$ cat src/rtl/adder_bitserial_ctrl_if.sv
// Operand/result handshake bundle for the bit-serial add/subtract sequencer.
// master: requester + consumer side; slave: the sequencer itself.
interface adder_bitserial_ctrl_if #(
  parameter int unsigned WIDTH = 32,
  parameter int unsigned CNT_W = (WIDTH > 1) ? $clog2(WIDTH) : 1
);

  logic             in_valid;
  logic             in_ready;
  logic             op_sub;
  logic [WIDTH-1:0] A;
  logic [WIDTH-1:0] B;
  logic             out_valid;
  logic             out_ready;
  logic [WIDTH-1:0] Sum;
  logic             Cout;
  logic             Ovf;
  logic             busy;
  logic [CNT_W-1:0] bit_idx;

  modport master (
    output in_valid, op_sub, A, B, out_ready,
    input  in_ready, out_valid, Sum, Cout, Ovf, busy, bit_idx
  );

  modport slave (
    input  in_valid, op_sub, A, B, out_ready,
    output in_ready, out_valid, Sum, Cout, Ovf, busy, bit_idx
  );

endinterface

$ cat src/rtl/adder_bitserial_ctrl.sv
// Bit-serial add/subtract sequencer: one full-adder cell evaluated WIDTH times,
// LSB first, with the carry held in a flop and the result built in a shift register.
module adder_bitserial_ctrl #(
  parameter int unsigned WIDTH = 32
) (
  input logic                  clk,
  input logic                  rst,
  adder_bitserial_ctrl_if.slave bus
);

  localparam int unsigned CNT_W = (WIDTH > 1) ? $clog2(WIDTH) : 1;
  localparam logic [CNT_W-1:0] LastCnt = CNT_W'(WIDTH - 1);

  localparam logic [1:0] StIdle = 2'd0;
  localparam logic [1:0] StRun  = 2'd1;
  localparam logic [1:0] StDone = 2'd2;

  logic [1:0]       state_q, state_d;
  logic [WIDTH-1:0] opa_q, opa_d;
  logic [WIDTH-1:0] opb_q, opb_d;
  logic [WIDTH-1:0] sum_q, sum_d;
  logic [CNT_W-1:0] cnt_q, cnt_d;
  logic             carry_q, carry_d;
  logic             cout_q, cout_d;
  logic             ovf_q, ovf_d;

  logic cell_a, cell_b, cell_sum, cell_cout;

  // Full-adder cell fed from the operand LSBs and the stored carry.
  always_comb begin
    cell_a    = opa_q[0];
    cell_b    = opb_q[0];
    cell_sum  = cell_a ^ cell_b ^ carry_q;
    cell_cout = (cell_a & cell_b) | (carry_q & (cell_a ^ cell_b));
  end

  // Sequencer next-state: accept in IDLE, one bit per cycle in RUN, hold in DONE.
  always_comb begin
    state_d = state_q;
    opa_d   = opa_q;
    opb_d   = opb_q;
    sum_d   = sum_q;
    cnt_d   = cnt_q;
    carry_d = carry_q;
    cout_d  = cout_q;
    ovf_d   = ovf_q;

    case (state_q)
      StIdle: begin
        if (bus.in_valid) begin
          opa_d   = bus.A;
          // Subtract as A + ~B + 1: the +1 enters through the initial carry.
          opb_d   = bus.op_sub ? ~bus.B : bus.B;
          carry_d = bus.op_sub;
          cnt_d   = '0;
          sum_d   = '0;
          state_d = StRun;
        end
      end

      StRun: begin
        sum_d            = sum_q >> 1;
        sum_d[WIDTH-1]   = cell_sum;
        opa_d            = opa_q >> 1;
        opb_d            = opb_q >> 1;
        carry_d          = cell_cout;
        cnt_d            = cnt_q + CNT_W'(1);
        if (cnt_q == LastCnt) begin
          state_d = StDone;
          cout_d  = cell_cout;
          // carry_q here is the carry into the MSB.
          ovf_d   = carry_q ^ cell_cout;
        end
      end

      StDone: begin
        if (bus.out_ready) begin
          state_d = StIdle;
        end
      end

      default: begin
        state_d = StIdle;
      end
    endcase
  end

  // State registers with synchronous reset; reset also discards any pending result.
  always_ff @(posedge clk) begin
    if (rst) begin
      state_q <= StIdle;
      opa_q   <= '0;
      opb_q   <= '0;
      sum_q   <= '0;
      cnt_q   <= '0;
      carry_q <= 1'b0;
      cout_q  <= 1'b0;
      ovf_q   <= 1'b0;
    end else begin
      state_q <= state_d;
      opa_q   <= opa_d;
      opb_q   <= opb_d;
      sum_q   <= sum_d;
      cnt_q   <= cnt_d;
      carry_q <= carry_d;
      cout_q  <= cout_d;
      ovf_q   <= ovf_d;
    end
  end

  // Handshake and status outputs decoded from the current state.
  always_comb begin
    bus.in_ready  = (state_q == StIdle);
    bus.out_valid = (state_q == StDone);
    bus.busy      = (state_q != StIdle);
    bus.bit_idx   = (state_q == StRun) ? cnt_q : '0;
    bus.Sum       = sum_q;
    bus.Cout      = cout_q;
    bus.Ovf       = ovf_q;
  end

endmodule

$ cat src/flat_wrapper.sv
// flat-port wrapper written by rule: the top's interface ports become plain ports
module adder_bitserial_ctrl_flat 
#(
  parameter int unsigned WIDTH = 32
)
  (clk, rst, bus_in_valid, bus_op_sub, bus_A, bus_B, bus_out_ready, bus_in_ready, bus_out_valid, bus_Sum, bus_Cout, bus_Ovf, bus_busy, bus_bit_idx);
  adder_bitserial_ctrl_if #(.WIDTH(WIDTH)) bus_i ();
  input logic clk;
  input logic rst;
  input wire logic [$bits(bus_i.in_valid)-1:0] bus_in_valid;
  input wire logic [$bits(bus_i.op_sub)-1:0] bus_op_sub;
  input wire logic [$bits(bus_i.A)-1:0] bus_A;
  input wire logic [$bits(bus_i.B)-1:0] bus_B;
  input wire logic [$bits(bus_i.out_ready)-1:0] bus_out_ready;
  output wire logic [$bits(bus_i.in_ready)-1:0] bus_in_ready;
  output wire logic [$bits(bus_i.out_valid)-1:0] bus_out_valid;
  output wire logic [$bits(bus_i.Sum)-1:0] bus_Sum;
  output wire logic [$bits(bus_i.Cout)-1:0] bus_Cout;
  output wire logic [$bits(bus_i.Ovf)-1:0] bus_Ovf;
  output wire logic [$bits(bus_i.busy)-1:0] bus_busy;
  output wire logic [$bits(bus_i.bit_idx)-1:0] bus_bit_idx;
  assign bus_i.in_valid = bus_in_valid;
  assign bus_i.op_sub = bus_op_sub;
  assign bus_i.A = bus_A;
  assign bus_i.B = bus_B;
  assign bus_i.out_ready = bus_out_ready;
  assign bus_in_ready = bus_i.in_ready;
  assign bus_out_valid = bus_i.out_valid;
  assign bus_Sum = bus_i.Sum;
  assign bus_Cout = bus_i.Cout;
  assign bus_Ovf = bus_i.Ovf;
  assign bus_busy = bus_i.busy;
  assign bus_bit_idx = bus_i.bit_idx;
  adder_bitserial_ctrl #(.WIDTH(WIDTH)) u_core (.clk(clk), .rst(rst), .bus(bus_i));
endmodule
$ cat config.mk
export PLATFORM = sky130hd
export DESIGN_NAME = adder_bitserial_ctrl_flat
export DESIGN_NICKNAME = d
export VERILOG_FILES = /design/src/rtl/adder_bitserial_ctrl_if.sv /design/src/rtl/adder_bitserial_ctrl.sv /design/src/flat_wrapper.sv
export SDC_FILE = /design/constraint.sdc
export NUM_CORES = 1
export LEC_CHECK = 0
export CAP_MARGIN = 10
export CORE_MARGIN = 2
export CORE_UTILIZATION = 54
export DETAILED_ROUTE_END_ITERATION = 6
export PLACE_DENSITY = 0.95
export SLEW_MARGIN = 20
export SYNTH_ARGS = -nofsm -noshare
export SYNTH_HDL_FRONTEND = slang
export SYNTH_SLANG_ARGS = --single-unit
export TNS_END_PERCENT = 100
$ cat constraint.sdc
create_clock -name clk -period 4.9 [get_ports clk]
set_clock_uncertainty 0.2 [all_clocks]
set_input_delay 0.98 -clock clk [delete_from_list [all_inputs] [get_ports clk]]
set_output_delay 0.98 -clock clk [all_outputs]
set_load 0.02 [all_outputs]
Word level (Yosys, flattened, before mapping)
Index checks and enable logic that the tools add are counted.
W data, S select, Z words.
- flip-flop bits (word level): 106
- bits of input ports: 69
- output and inout port bits: 42
- logic and storage cells: 44
- add/subtract/negate cells: 1
- equality and inequality tests: 6
- multiplexer cells: 16
- bitwise logic cells: 7
- reductions and logical operators: 6
- operator list (cell ; count):
    $pmux W32 S2 ; 3
    $mux W32 ; 4
    $not A32 Y32 ; 1
    $mux W5 ; 2
    $pmux W5 S2 ; 1
    $mux W2 ; 3
    $pmux W2 S3 ; 1
    $add A5 B1 Y5 const B ; 1
    $eq A5 B5 Y1 const B ; 1
    $ne A2 B2 Y1 const B ; 2
    $reduce_and A2 Y1 ; 2
    $reduce_bool A2 Y1 ; 2
    $reduce_and A3 Y1 ; 1
    $xor A1 B1 Y1 ; 3
    $and A1 B1 Y1 ; 2
    $eq A2 B1 Y1 const B ; 1
    $eq A2 B2 Y1 const B ; 1
    $logic_not A2 Y1 ; 1
    $ne A2 B1 Y1 const B ; 1
    $pmux W1 S2 ; 1
    $mux W1 ; 1
    $or A1 B1 Y1 ; 1

Logic depth before layout (Yosys ltp)
- word-level depth: 4
- gate-level depth with buffers: 7
- depth with buffers taken out: 6

Least setup slack after synthesis
Ideal clock, no wire load.
- path kind: register -> output
- start point: reg u_core.state_q[0]
- end point: out bus_in_ready
- arrival: 1134 ps
- data required time: 3720 ps
- path slack: 2586 ps
- stages on the path, launching flop included: 5
- buffers on the path: 2
- cell sequence: dfxtp_1 > buf_4 > clkbuf_1 > or2_2 > inv_1
- cells in the longest elaborated chain, start to end: 1
- RTL lines (item ; RTL line ; text):
    from (decl) ; adder_bitserial_ctrl.sv:18 ; logic [1:0] state_q, state_d;
    from (signal assigned) ; adder_bitserial_ctrl.sv:91 ; state_q <= StIdle;
    from (signal assigned) ; adder_bitserial_ctrl.sv:100 ; state_q <= state_d;
    $logic_not A2 Y1 ; adder_bitserial_ctrl.sv:113 ; bus.in_ready = (state_q == StIdle);
    to (decl) ; flat_wrapper.sv:15 ; output wire logic [$bits(bus_i.in_ready)-1:0] bus_in_ready;
No other way between the ends.

Worst setup path in the final report
- start point: reg u_core.state_q[1]
- end point: out bus_bit_idx[1]
- cells in the longest elaborated chain, start to end: 2
- RTL lines (item ; RTL line ; text):
    $eq A2 B1 Y1 ; adder_bitserial_ctrl.sv:116 ; bus.bit_idx = (state_q == StRun) ? cnt_q : '0;
    $mux W5 ; adder_bitserial_ctrl.sv:116 ;
    to (decl) ; flat_wrapper.sv:21 ; output wire logic [$bits(bus_i.bit_idx)-1:0] bus_bit_idx;
No other way between the ends.

==> impl_metrics.yaml <==
outcome:
  status: "finished clean"
route:
  ant_nets: 0
  first_iter_violations: 245
  dr_total_vias: 4054
  routed_wirelength_mm: 10.41
  first_pass_iters: 5
  drcViolationCount: 0
  vias_per_cell: 5.686
  drt-wirelength-per-cell_um: 14.60
floorplan:
  fp.dieArea_um2: 9492
  chipHeight_um: 97.43
  num_io_pins: 111
  starting_density_of_the_core_pct: 54.85
  std_cell_rows: 34
  fp.dieW_um: 97.43
  core-area_um2: 8593
logic_synthesis:
  syn-cell-area_um2: 4713
  synth_top_area_share_pct: 45.02
  synth-edff-count: 0
  ys.flop_type: "sky130_fd_sc_hd__dfxtp_1"
  warnings_synthesis: 0
  synth.lib_cells_used.distinct: 36
  ys_async_sr_fraction_pct: 0
  yosys.area.top_type: "sky130_fd_sc_hd__dfxtp_1"
  seq_area_frac_synth_pct: 45.02
  mappedNetlistNets: 597
  syn-instance-count: 525
  ys_seq_elements: 106
  ys_top_cells_by_area: "sky130_fd_sc_hd__dfxtp_1, sky130_fd_sc_hd__a22oi_1, sky130_fd_sc_hd__xnor2_1"
  postSynthAreaPerCell_um2: 8.978
timing:
  layout_worst_path_cycle_share_pct: 74.73
  final.min_clock_period_ps: 3662
  finalMaxSlewViolations: 0
  timing.slew.headroom_pct: 30.04
  setup_ws_ps: 1238
  fin_setup_tns_ps: 0
  grt_setup_unrepaired: "false"
  tightest_slew_ps: 1049
  clock.fmax_mhz: 273.1
  setup_violating_endpoint_count_in_the_final_report: 0
  hold_viol: 0
  final_worst_hold_slack_ps: 267.6
cts:
  post_cts_resized: 0
  postCtsSetupRepairBufs: 0
  clock_tree.buffer_depth: 2
  cts_tree: "yes"
  clock_insertion_delay_worst_skew_ps: 360
  numClockSinks: 106
  clkSlewWorstSetupHoldPaths_ps: 100
  ctsRootBufferMaster: "sky130_fd_sc_hd__clkbuf_8"
  numCtsBuffers: 9
  cts-hold-fix-buffers: 0
  htreeDepth: 3
place:
  globalplace.congestion: 0.8207
  placement.io_buffers: 110
  dpl_hpwl_mm: 6.901
  dpl_worst_slack_ps: 1482
  detailed_place.area_um2: 5731
  placedCellCount: 697
worst_setup_path:
  worst_setup_path_end_kind: "primary output"
  data_required_time_at_the_worst_endpoint_ps: 3720
  cp_max_fo: 43
  critical_path.slowest_cell: "sky130_fd_sc_hd__and2b_2"
  crit_chain: "buf_4 -> and2b_2 -> and2_1 -> clkdlybuf4s50_1"
  crit_path_max_incr_delay_ps: 730
  critical_path.startpoint_type: "flop"
  timing.setup.critical_path_class: "flop to primary output"
  path_buf_inv: 2
  critPathArrivalTime_ps: 2480
  crit_family: "simple AND/OR/NAND/NOR gates"
global_route:
  grt_start_max_net_pins: 108
  first_global_vias: 3883
  grt_overflow_total: 0
  grt_usage_pct: 21.96
  wire_length_of_the_first_global_routing_pass_mm: 17.66
  antenna_found_initial: 0
power:
  vdd.ir_drop.worst_uv: 186.3
  power_mw: 1.766
  pwr_dens_nw_per_um2: 297.8
  static-leakage-power_nw: 2.081
hold_path:
  hold_path.class: "flop to flop"
cells_and_area:
  insertedDiodeCount: 0
  post_layout_nonfiller_instances: 713
  design.final.nets: 672
  flow.area_growth_from_synthesis_pct: 25.83
  stdcell_area_um2: 5931
  final_core_utilization_pct: 69.02
  post_route_cells_drive_above_1_share_pct: 5.785
run:
  drv_cap: 0
## synth_stat cells, types with 5 or more instances
| library cell | instances |
|---|---|
| sky130_fd_sc_hd__a21oi_1 | 38 |
| sky130_fd_sc_hd__a22oi_1 | 66 |
| sky130_fd_sc_hd__and2_1 | 5 |
| sky130_fd_sc_hd__buf_2 | 20 |
| sky130_fd_sc_hd__buf_6 | 5 |
| sky130_fd_sc_hd__clkbuf_1 | 21 |
| sky130_fd_sc_hd__dfxtp_1 | 106 |
| sky130_fd_sc_hd__inv_1 | 5 |
| sky130_fd_sc_hd__nand2b_1 | 35 |
| sky130_fd_sc_hd__nor2_1 | 68 |
| sky130_fd_sc_hd__nor3_1 | 30 |
| sky130_fd_sc_hd__o22ai_1 | 31 |
| sky130_fd_sc_hd__or3b_1 | 29 |
| sky130_fd_sc_hd__xnor2_1 | 32 |
## cells by family after synthesis
group | count (synthesis) | share of synthesized area, %
compound gates | 142 | 19.96
xor+xnor | 33 | 6.132
fa+ha+maj | 3 | 0.9556
buf+inv | 58 | 6.212
flops | 106 | 45.02
mux | 1 | 0.2389
simple gates | 182 | 21.48
## state kept, by name, indices dropped and copies added, names as in the netlist
name,cells
u_core.opa_q,32
u_core.bus.Ovf,1
u_core.state_q,2
u_core.carry_q,1
u_core.opb_q,32
u_core.bus.Cout,1
u_core.cnt_q,5
u_core.bus.Sum,32
## metal layers
layer | track usage, % | wire length (um)
met5 | 0 | 0
met4 | 6.944 | 140
met3 | 4.173 | 519
met2 | 36.98 | 5115
met1 | 28.54 | 4633
## worst paths after layout
path | startpoint | end | slack [ps] | cells after the start
setup / recovery | u_core.state_q[1] | bus_bit_idx[1] | 1240 | 4
hold / removal | u_core.bus.Ovf | u_core.bus.Ovf | 270 | 2
setup reg to reg | u_core.state_q[1] | u_core.bus.Cout | 2460 | 5
hold reg to reg | u_core.bus.Ovf | u_core.bus.Ovf | 270 | 2
## final cells by class
type | count | area, um2
inverter | 5 | 18.77
multi-input combinational | 361 | 2310
sequential | 106 | 2123
tap | 108 | 135.1
clock inverter | 7 | 73.82
clock buffer | 9 | 123.9
fill | 679 | 2663
timing repair buffer | 117 | 1146
## worst reg2reg max path, cell delays in order, from the launching register on
cell and delay (ps):
sky130_fd_sc_hd__dfxtp_1 310, sky130_fd_sc_hd__buf_4 240, sky130_fd_sc_hd__and2b_2 730, sky130_fd_sc_hd__buf_4 460
sky130_fd_sc_hd__a21oi_1 130, sky130_fd_sc_hd__a311oi_1 290
## cell usage in the layout (no fill, tap or decap), types with 2 or more instances in the layout
cell type                         instances
sky130_fd_sc_hd__nand2b_1                34
sky130_fd_sc_hd__and2_1                   5
sky130_fd_sc_hd__o22ai_1                 31
sky130_fd_sc_hd__or3b_1                  29
sky130_fd_sc_hd__inv_6                    3
sky130_fd_sc_hd__or3b_2                   3
sky130_fd_sc_hd__clkinv_2                 2
sky130_fd_sc_hd__nor3_1                  30
sky130_fd_sc_hd__clkdlybuf4s50_1        108
sky130_fd_sc_hd__nor2_1                  68
sky130_fd_sc_hd__nand2_1                  3
sky130_fd_sc_hd__inv_1                    5
sky130_fd_sc_hd__dfxtp_1                105
sky130_fd_sc_hd__clkbuf_8                 9
sky130_fd_sc_hd__a21oi_1                 38
sky130_fd_sc_hd__buf_4                    8
sky130_fd_sc_hd__a22oi_1                 66
sky130_fd_sc_hd__a211oi_1                 3
sky130_fd_sc_hd__xnor2_1                 32
sky130_fd_sc_hd__a311oi_1                 2
sky130_fd_sc_hd__ha_1                     2
## power by group
| part | total [mW] | switching, mW | internal, mW |
|---|---|---|---|
| clock network | 0.536 | 0.296 | 0.240 |
| logic | 0.290 | 0.144 | 0.146 |
| registers | 0.940 | 0.0263 | 0.914 |
Power figures use the tool's default switching activity.
